## config.mk

```make
export PLATFORM = sky130hd
export DESIGN_NAME = input_bus
export DESIGN_NICKNAME = d
export VERILOG_FILES = /design/src/rtl/input_bus_pkg.sv /design/src/rtl/input_bus_fifo.sv /design/src/rtl/input_bus.sv
export SDC_FILE = /design/constraint.sdc
export NUM_CORES = 1
export LEC_CHECK = 0
export ABC_AREA = 0
export BUFFER_PORTS_ARGS = -buffer_cell sky130_fd_sc_hd__buf_2
export CORE_UTILIZATION = 58
export CTS_BUF_LIST = sky130_fd_sc_hd__clkbuf_4 sky130_fd_sc_hd__clkbuf_8
export DETAILED_ROUTE_END_ITERATION = 8
export PLACE_DENSITY = 0.87
export RECOVER_POWER = 50
export SKIP_LAST_GASP = 1
export SYNTH_ARGS = -nofsm -noshare
export SYNTH_HDL_FRONTEND = slang
export SYNTH_HIERARCHICAL = 1
export SYNTH_SLANG_ARGS = --single-unit
```

## constraint.sdc

```tcl
create_clock -name clk -period 12.28 [get_ports clk]
set_clock_uncertainty 0.2 [all_clocks]
set_input_delay 0.614 -clock clk [delete_from_list [all_inputs] [get_ports clk]]
set_output_delay 0.614 -clock clk [all_outputs]
set_load 0.01 [all_outputs]
```

## src/rtl/input_bus_pkg.sv

```systemverilog
// Shared packet layout and sizing for the RANC grid edge blocks (router, input bus, output bus).
// Packet layout is {dx, dy, axon, tick}, with tick in the LSBs.
package input_bus_pkg;

  localparam int PACKET_WIDTH = 30;
  localparam int DX_MSB       = 29;
  localparam int DX_LSB       = 21;
  localparam int DY_MSB       = 20;
  localparam int DY_LSB       = 12;
  localparam int DX_W         = DX_MSB - DX_LSB + 1;
  localparam int DY_W         = DY_MSB - DY_LSB + 1;
  localparam int NUM_AXONS    = 256;
  localparam int NUM_TICKS    = 16;
  localparam int AXON_W       = $clog2(NUM_AXONS);
  localparam int TICK_W       = $clog2(NUM_TICKS);
  localparam int FIFO_DEPTH   = 8;
  localparam int PTR_W        = $clog2(FIFO_DEPTH) + 1;
  localparam int COUNT_W      = 16;

  typedef enum logic {
    IDLE  = 1'b0,
    DRAIN = 1'b1
  } state_t;

  // True when the packet width matches the sum of its fields.
  function automatic bit packet_width_ok(input int pw, input int dxw, input int dyw,
                                         input int axw, input int tkw);
    return pw == (dxw + dyw + axw + tkw);
  endfunction

endpackage

```

## src/rtl/input_bus_fifo.sv

```systemverilog
// First-word-fall-through synchronous FIFO. The head entry is always visible on dout.
// Pointers carry one extra wrap bit, so full and empty can be told apart.
module input_bus_fifo #(
  parameter int WIDTH = 30,
  parameter int DEPTH = 8
) (
  input  logic                       clk,
  input  logic                       rst,
  input  logic                       wen,
  input  logic [WIDTH-1:0]           din,
  input  logic                       ren,
  output logic [WIDTH-1:0]           dout,
  output logic                       empty,
  output logic                       full,
  output logic [$clog2(DEPTH):0]     count
);

  localparam int AW = $clog2(DEPTH);

  logic [WIDTH-1:0] mem_reg [DEPTH];
  logic [AW:0]      wr_ptr_reg;
  logic [AW:0]      rd_ptr_reg;
  logic             do_wr;
  logic             do_rd;

  assign empty = (wr_ptr_reg == rd_ptr_reg);
  assign full  = (wr_ptr_reg[AW] != rd_ptr_reg[AW]) &&
                 (wr_ptr_reg[AW-1:0] == rd_ptr_reg[AW-1:0]);
  assign count = wr_ptr_reg - rd_ptr_reg;
  assign do_wr = wen && !full;
  assign do_rd = ren && !empty;
  assign dout  = mem_reg[rd_ptr_reg[AW-1:0]];

  always_ff @(posedge clk) begin
    if (rst) begin
      wr_ptr_reg <= '0;
      rd_ptr_reg <= '0;
    end else begin
      if (do_wr) wr_ptr_reg <= wr_ptr_reg + (AW+1)'(1);
      if (do_rd) rd_ptr_reg <= rd_ptr_reg + (AW+1)'(1);
    end
  end

  // Storage is not reset; stale contents are never visible because the pointers are.
  always_ff @(posedge clk) begin
    if (do_wr) mem_reg[wr_ptr_reg[AW-1:0]] <= din;
  end

endmodule

```

## src/rtl/input_bus.sv

```systemverilog
// Host-to-grid injection port: buffers host spike packets and feeds the west input of a router.
// Build option INPUT_BUS_PKT_COUNT_EN adds a saturating pkt_count of packets taken by the router.
module input_bus
  import input_bus_pkg::*;
(
  input  logic                    clk,
  input  logic                    rst,
  input  logic [PACKET_WIDTH-1:0] host_packet,
  input  logic                    host_valid,
  output logic                    host_ready,
  output logic [PACKET_WIDTH-1:0] east_out,
  output logic                    empty_out_east,
  input  logic                    ren_in_east,
  input  logic                    drain_req,
  output logic                    drain_done,
  output logic                    err_dx_zero
`ifdef INPUT_BUS_PKT_COUNT_EN
  ,
  output logic [COUNT_W-1:0]      pkt_count
`endif
);

  if (!packet_width_ok(PACKET_WIDTH, DX_W, DY_W, AXON_W, TICK_W)) begin : g_width_check
    $error("input_bus: PACKET_WIDTH does not match the packet field widths");
  end

  state_t                  state_reg;
  state_t                  state_next;
  logic                    err_dx_zero_reg;
  logic                    fifo_empty;
  logic                    fifo_full;
  logic [PTR_W-1:0]        fifo_count;
  logic [PACKET_WIDTH-1:0] fifo_dout;
  logic                    accept;
  logic                    dx_bad;
  logic                    pop;

  // Routing only moves packets eastward from here, so dx must be strictly positive.
  assign dx_bad     = host_packet[DX_MSB] || (host_packet[DX_MSB:DX_LSB] == '0);
  assign host_ready = !rst && !fifo_full && (state_reg == IDLE);
  assign accept     = host_valid && host_ready;
  assign pop        = ren_in_east && !fifo_empty;

  assign empty_out_east = fifo_empty;
  assign east_out       = fifo_empty ? '0 : fifo_dout;
  assign err_dx_zero    = err_dx_zero_reg;

  input_bus_fifo #(
    .WIDTH (PACKET_WIDTH),
    .DEPTH (FIFO_DEPTH)
  ) u_fifo (
    .clk   (clk),
    .rst   (rst),
    .wen   (accept && !dx_bad),
    .din   (host_packet),
    .ren   (ren_in_east),
    .dout  (fifo_dout),
    .empty (fifo_empty),
    .full  (fifo_full),
    .count (fifo_count)
  );

  always_ff @(posedge clk) begin
    if (rst) begin
      state_reg       <= IDLE;
      err_dx_zero_reg <= 1'b0;
    end else begin
      state_reg       <= state_next;
      err_dx_zero_reg <= accept && dx_bad;
    end
  end

  always_comb begin
    state_next = state_reg;
    drain_done = 1'b0;
    case (state_reg)
      IDLE: begin
        if (drain_req) state_next = DRAIN;
      end
      DRAIN: begin
        drain_done = (fifo_count == '0);
        if (drain_done) state_next = IDLE;
      end
      default: state_next = IDLE;
    endcase
  end

`ifdef INPUT_BUS_PKT_COUNT_EN
  logic [COUNT_W-1:0] pkt_count_reg;

  always_ff @(posedge clk) begin
    if (rst || drain_done) begin
      pkt_count_reg <= '0;
    end else if (pop && (pkt_count_reg != '1)) begin
      pkt_count_reg <= pkt_count_reg + COUNT_W'(1);
    end
  end

  assign pkt_count = pkt_count_reg;
`else
  logic unused_pop;
  assign unused_pop = pop;
`endif

endmodule

```

==> impl_metrics.xml <==
<?xml version="1.0" encoding="UTF-8"?>
<metrics>
  <group name="floorplan">
    <metric name="die-area" unit="sq mm">0.0181</metric>
    <metric name="floorplan.io_pins" unit="">69</metric>
    <metric name="row_count" unit="">48</metric>
    <metric name="core" unit="sq mm">0.0172</metric>
    <metric name="start_util" unit="">0.592</metric>
    <metric name="die_h" unit="um">135</metric>
    <metric name="die_w" unit="um">135</metric>
  </group>
  <group name="clock_network">
    <metric name="post_cts_resized" unit="">0</metric>
    <metric name="clock_tree.root_cell" unit="">sky130_fd_sc_hd__clkbuf_8</metric>
    <metric name="cts_setup_buffers" unit="">0</metric>
    <metric name="tritoncts.num_buffers" unit="">39</metric>
    <metric name="ctsHtreeMaxLevel" unit="">2</metric>
    <metric name="cts_hold_repair.buffers" unit="">0</metric>
    <metric name="cts_tree" unit="">built</metric>
    <metric name="max-clock-path-buffers" unit="">3</metric>
    <metric name="clock_sinks" unit="">253</metric>
    <metric name="clkLatencyLatePin" unit="ps">540</metric>
    <metric name="worst_setup_hold_path_clk_slew" unit="ps">70</metric>
  </group>
  <group name="worst_setup_path">
    <metric name="critPathLaunch" unit="">u_fifo/wr_ptr_reg[0]</metric>
    <metric name="critPathLaunchType" unit="">flop</metric>
    <metric name="cp_max_fo" unit="">19</metric>
    <metric name="path_buf_inv" unit="">2</metric>
    <metric name="timing.critical_path.to_type" unit="">flop</metric>
    <metric name="critical_path.top_delay_family" unit="">simple AND/OR/NAND/NOR gates</metric>
    <metric name="critical_path_cell_by_cell" unit="">inv_1 -&gt; ha_1 -&gt; nand3_1 -&gt; nor2_1 -&gt; nor3_1 -&gt; nand2_2 -&gt; nor2b_1 -&gt; o21ai_0 -&gt; or2_2 -&gt; nor3_2 -&gt; buf_4</metric>
    <metric name="critical-path-max-stage-delay" unit="ps">890</metric>
    <metric name="worstPathArrival" unit="ps">4760</metric>
    <metric name="critical_path_required" unit="ps">12280</metric>
    <metric name="crit_slowest_cell" unit="">sky130_fd_sc_hd__nor3_2</metric>
    <metric name="timing.rr.start" unit="">u_fifo/wr_ptr_reg[0]</metric>
    <metric name="worst_path_class_setup" unit="">flop to flop</metric>
  </group>
  <group name="synth">
    <metric name="synth-edff-count" unit="">240</metric>
    <metric name="ys.flop_type" unit="">sky130_fd_sc_hd__edfxtp_1</metric>
    <metric name="synthSimpleGateAreaFrac" unit="">0.0392</metric>
    <metric name="netlist_instances" unit="">467</metric>
    <metric name="synthesis.area_per_instance" unit="sq um">21.8</metric>
    <metric name="ys_warn_count" unit="">6</metric>
    <metric name="postSynthNetCount" unit="">508</metric>
    <metric name="synth_top_family_by_area" unit="">multiplexers</metric>
    <metric name="synth-seq-area-share" unit="">0.732</metric>
    <metric name="synth_cell_types" unit="">34</metric>
    <metric name="synth_xor_xnor_area_share" unit="">0.00932</metric>
    <metric name="postSynth.asyncResetShare" unit="">0</metric>
    <metric name="synth-compound-area-share" unit="">0.00552</metric>
    <metric name="synth_area" unit="sq mm">0.0102</metric>
    <metric name="post_synth_mux_area_share" unit="">0.190</metric>
    <metric name="post_synth_fa_ha_maj_area_fraction" unit="">0.00810</metric>
    <metric name="synth.ff_latch_count" unit="">253</metric>
  </group>
  <group name="power">
    <metric name="max-vdd-ir-drop" unit="V">0.000120</metric>
    <metric name="combinationalPowerShare" unit="">0.071</metric>
    <metric name="power.leakage" unit="nW">3.82</metric>
    <metric name="power.switching_fraction" unit="">0.214</metric>
    <metric name="seq_power_share" unit="">0.526</metric>
    <metric name="power_switching" unit="W">0.000394</metric>
    <metric name="power_report.internal_total" unit="W">0.00145</metric>
    <metric name="power_frac_clock" unit="">0.404</metric>
    <metric name="power_per_cell_area" unit="mW/mm^2">159</metric>
  </group>
  <group name="outcome">
    <metric name="run_status" unit="">finished, violations left</metric>
    <metric name="failing_checks" unit="">max-capacitance violations, max-slew violations</metric>
  </group>
  <group name="placement">
    <metric name="dpl_cell_area" unit="sq mm">0.0108</metric>
    <metric name="final_weighted_congestion_in_routability_driven_placement" unit="">0.791</metric>
    <metric name="port_buffer_count" unit="">68</metric>
    <metric name="place.detailed.instances" unit="">745</metric>
    <metric name="hpwlAfterDp" unit="mm">10.4</metric>
  </group>
  <group name="drt">
    <metric name="dr.pass1.iters" unit="">5</metric>
    <metric name="dr_total_vias" unit="">4781</metric>
    <metric name="drc_errors" unit="">0</metric>
    <metric name="drt_first_iter_violations" unit="">302</metric>
    <metric name="detail_route.vias_per_cell" unit="">5.87</metric>
    <metric name="detail_route.wl_per_cell" unit="um">23.0</metric>
    <metric name="detail_route.wirelength" unit="mm">18.7</metric>
    <metric name="route.antenna.remaining_nets" unit="">0</metric>
  </group>
  <group name="layout">
    <metric name="layout-drive-gt1-share" unit="">0.256</metric>
    <metric name="n_fill_cell" unit="">1084</metric>
    <metric name="final_core_utilization" unit="">0.671</metric>
    <metric name="n_antenna_cell" unit="">0</metric>
    <metric name="layout.cells.non_filler" unit="">815</metric>
    <metric name="max_ffs_per_register" unit="">240</metric>
    <metric name="final_net_count" unit="">602</metric>
    <metric name="layout.cell_area.non_filler" unit="sq mm">0.0116</metric>
    <metric name="syn_to_final_growth" unit="%">13.4</metric>
  </group>
  <group name="timing">
    <metric name="setup_viol" unit="">0</metric>
    <metric name="max_clock_freq" unit="GHz">0.210</metric>
    <metric name="period_share" unit="">0.388</metric>
    <metric name="tightestPinTransition" unit="ps">1740</metric>
    <metric name="maxSlewHeadroom" unit="">-0.162</metric>
    <metric name="finalSetupTns" unit="ps">0</metric>
    <metric name="rsz_0062_raised_after_global_routing" unit="">no</metric>
    <metric name="finalHoldViolations" unit="">0</metric>
    <metric name="maxSlewViolCount" unit="">15</metric>
    <metric name="final_period_minus_worst_setup_slack" unit="ps">4760</metric>
  </group>
  <group name="global_route">
    <metric name="grt_first_pass_wirelength" unit="mm">28.2</metric>
    <metric name="grt_start_max_net_pins" unit="">61</metric>
    <metric name="grt_usage" unit="">0.217</metric>
    <metric name="global_route.overflow_total" unit="">0</metric>
    <metric name="antenna_found_initial" unit="">0</metric>
    <metric name="first_global_vias" unit="">4967</metric>
  </group>
  <group name="worst_hold_path">
    <metric name="min_from" unit="">host_valid</metric>
    <metric name="min_path_type" unit="">primary input to flop</metric>
  </group>
  <group name="flow_run">
    <metric name="timing.max_cap.violations" unit="">1</metric>
  </group>
</metrics>
==> metal layers <==
| metal | share of wire | wire (um) | up-vias | GRT usage |
|---|---|---|---|---|
| met3 | 0.055 | 1030 | 44 | 0.0439 |
| met5 | 0 | 0 | - | 0 |
| met1 | 0.41 | 7590 | 2429 | 0.277 |
| li1 | - | - | 2152 | - |
| met4 | 0.028 | 521 | 0 | 0.0880 |
| met2 | 0.51 | 9580 | 156 | 0.369 |
==> area by class of cell <==
| cell class | instances | area [sq um] | share of cell area |
|---|---|---|---|
| tap | 225 | 282 | 0.0243 |
| clock inverter | 18 | 195 | 0.0169 |
| timing repair buffer | 75 | 353 | 0.0305 |
| multi-input combinational | 185 | 2590 | 0.224 |
| inverter | 7 | 26.3 | 0.00227 |
| sequential | 253 | 7470 | 0.646 |
| clock buffer | 52 | 647 | 0.0559 |
==> through the flow <==
stage,hold WS (ps),total power (W),setup WS [ps]
global route,118,0.00190,7200
CTS,113,0.00186,8020
detailed placement,357,0.00112,8050
finish,128,0.00184,7520
floorplan,309,0.00107,7030
global placement,329,0.00111,8310
==> worst paths after layout <==
path         cells past startpoint  slack [ps]                    to
max                             11        7520  u_fifo/mem_reg[2][7]
min                              3         130           err_dx_zero
max reg2reg                     11        7520  u_fifo/mem_reg[2][7]
min reg2reg                      2         330             state_reg
==> power groups by stage <==
stage                     Sequential (W)  Clock (W)  Combinational (W)
after floorplan                 0.000971          0           0.000103
final                           0.000968   0.000744           0.000130
after detailed placement        0.000987          0           0.000133
after CTS                       0.000969   0.000756           0.000134
after global placement          0.000985          0           0.000127
after global routing            0.000969   0.000792           0.000140
==> worst register-to-register path: stages (launching register included) <==
cell	delay, ps
sky130_fd_sc_hd__dfxtp_1	480
sky130_fd_sc_hd__inv_1	140
sky130_fd_sc_hd__ha_1	340
sky130_fd_sc_hd__nand3_1	250
sky130_fd_sc_hd__nor2_1	90
sky130_fd_sc_hd__nor3_1	330
sky130_fd_sc_hd__nand2_2	110
sky130_fd_sc_hd__nor2b_1	220
sky130_fd_sc_hd__o21ai_0	410
sky130_fd_sc_hd__or2_2	500
sky130_fd_sc_hd__nor3_2	890
sky130_fd_sc_hd__buf_4	460
==> logic make-up (layout without fill, tap and decap cells) <==
family / Yosys count / count (layout)
mux: 92 / 92
flops: 253 / 253
fa+ha+maj: 6 / 6
buf+inv: 29 / 152
simple gates: 68 / 68
compound gates: 9 / 9
xor+xnor: 10 / 10
==> cell usage in the layout, fill, tap and decap left out, types with 3 or more instances in the layout <==
cell / n
sky130_fd_sc_hd__bufinv_16: 4
sky130_fd_sc_hd__xnor2_1: 6
sky130_fd_sc_hd__xor2_1: 3
sky130_fd_sc_hd__mux2_2: 30
sky130_fd_sc_hd__buf_4: 7
sky130_fd_sc_hd__clkbuf_8: 41
sky130_fd_sc_hd__clkbuf_4: 11
sky130_fd_sc_hd__clkinv_1: 8
sky130_fd_sc_hd__nor2_4: 3
sky130_fd_sc_hd__nor4_2: 3
sky130_fd_sc_hd__ha_1: 5
sky130_fd_sc_hd__dfxtp_1: 10
sky130_fd_sc_hd__nor2b_1: 31
sky130_fd_sc_hd__mux4_1: 60
sky130_fd_sc_hd__nor2_1: 14
sky130_fd_sc_hd__edfxtp_1: 240
sky130_fd_sc_hd__nor3_2: 4
sky130_fd_sc_hd__a21oi_1: 4
sky130_fd_sc_hd__clkbuf_1: 32
sky130_fd_sc_hd__inv_1: 7
sky130_fd_sc_hd__buf_2: 36
==> cell usage after synthesis (3+ instances only) <==
library cell	instances	area, sq um
sky130_fd_sc_hd__nor3_1	5	25.0
sky130_fd_sc_hd__mux2_2	30	338
sky130_fd_sc_hd__nor2_1	17	63.8
sky130_fd_sc_hd__dfxtp_1	13	260
sky130_fd_sc_hd__clkbuf_1	12	45.0
sky130_fd_sc_hd__nor2b_1	30	188
sky130_fd_sc_hd__xnor2_1	6	52.6
sky130_fd_sc_hd__buf_6	7	78.8
sky130_fd_sc_hd__ha_1	5	62.6
sky130_fd_sc_hd__buf_2	3	15.0
sky130_fd_sc_hd__inv_1	7	26.3
sky130_fd_sc_hd__xor2_1	3	26.3
sky130_fd_sc_hd__a21oi_1	4	20.0
sky130_fd_sc_hd__edfxtp_1	240	7210
sky130_fd_sc_hd__mux4_1	60	1580
Power figures use the tool's default switching activity.
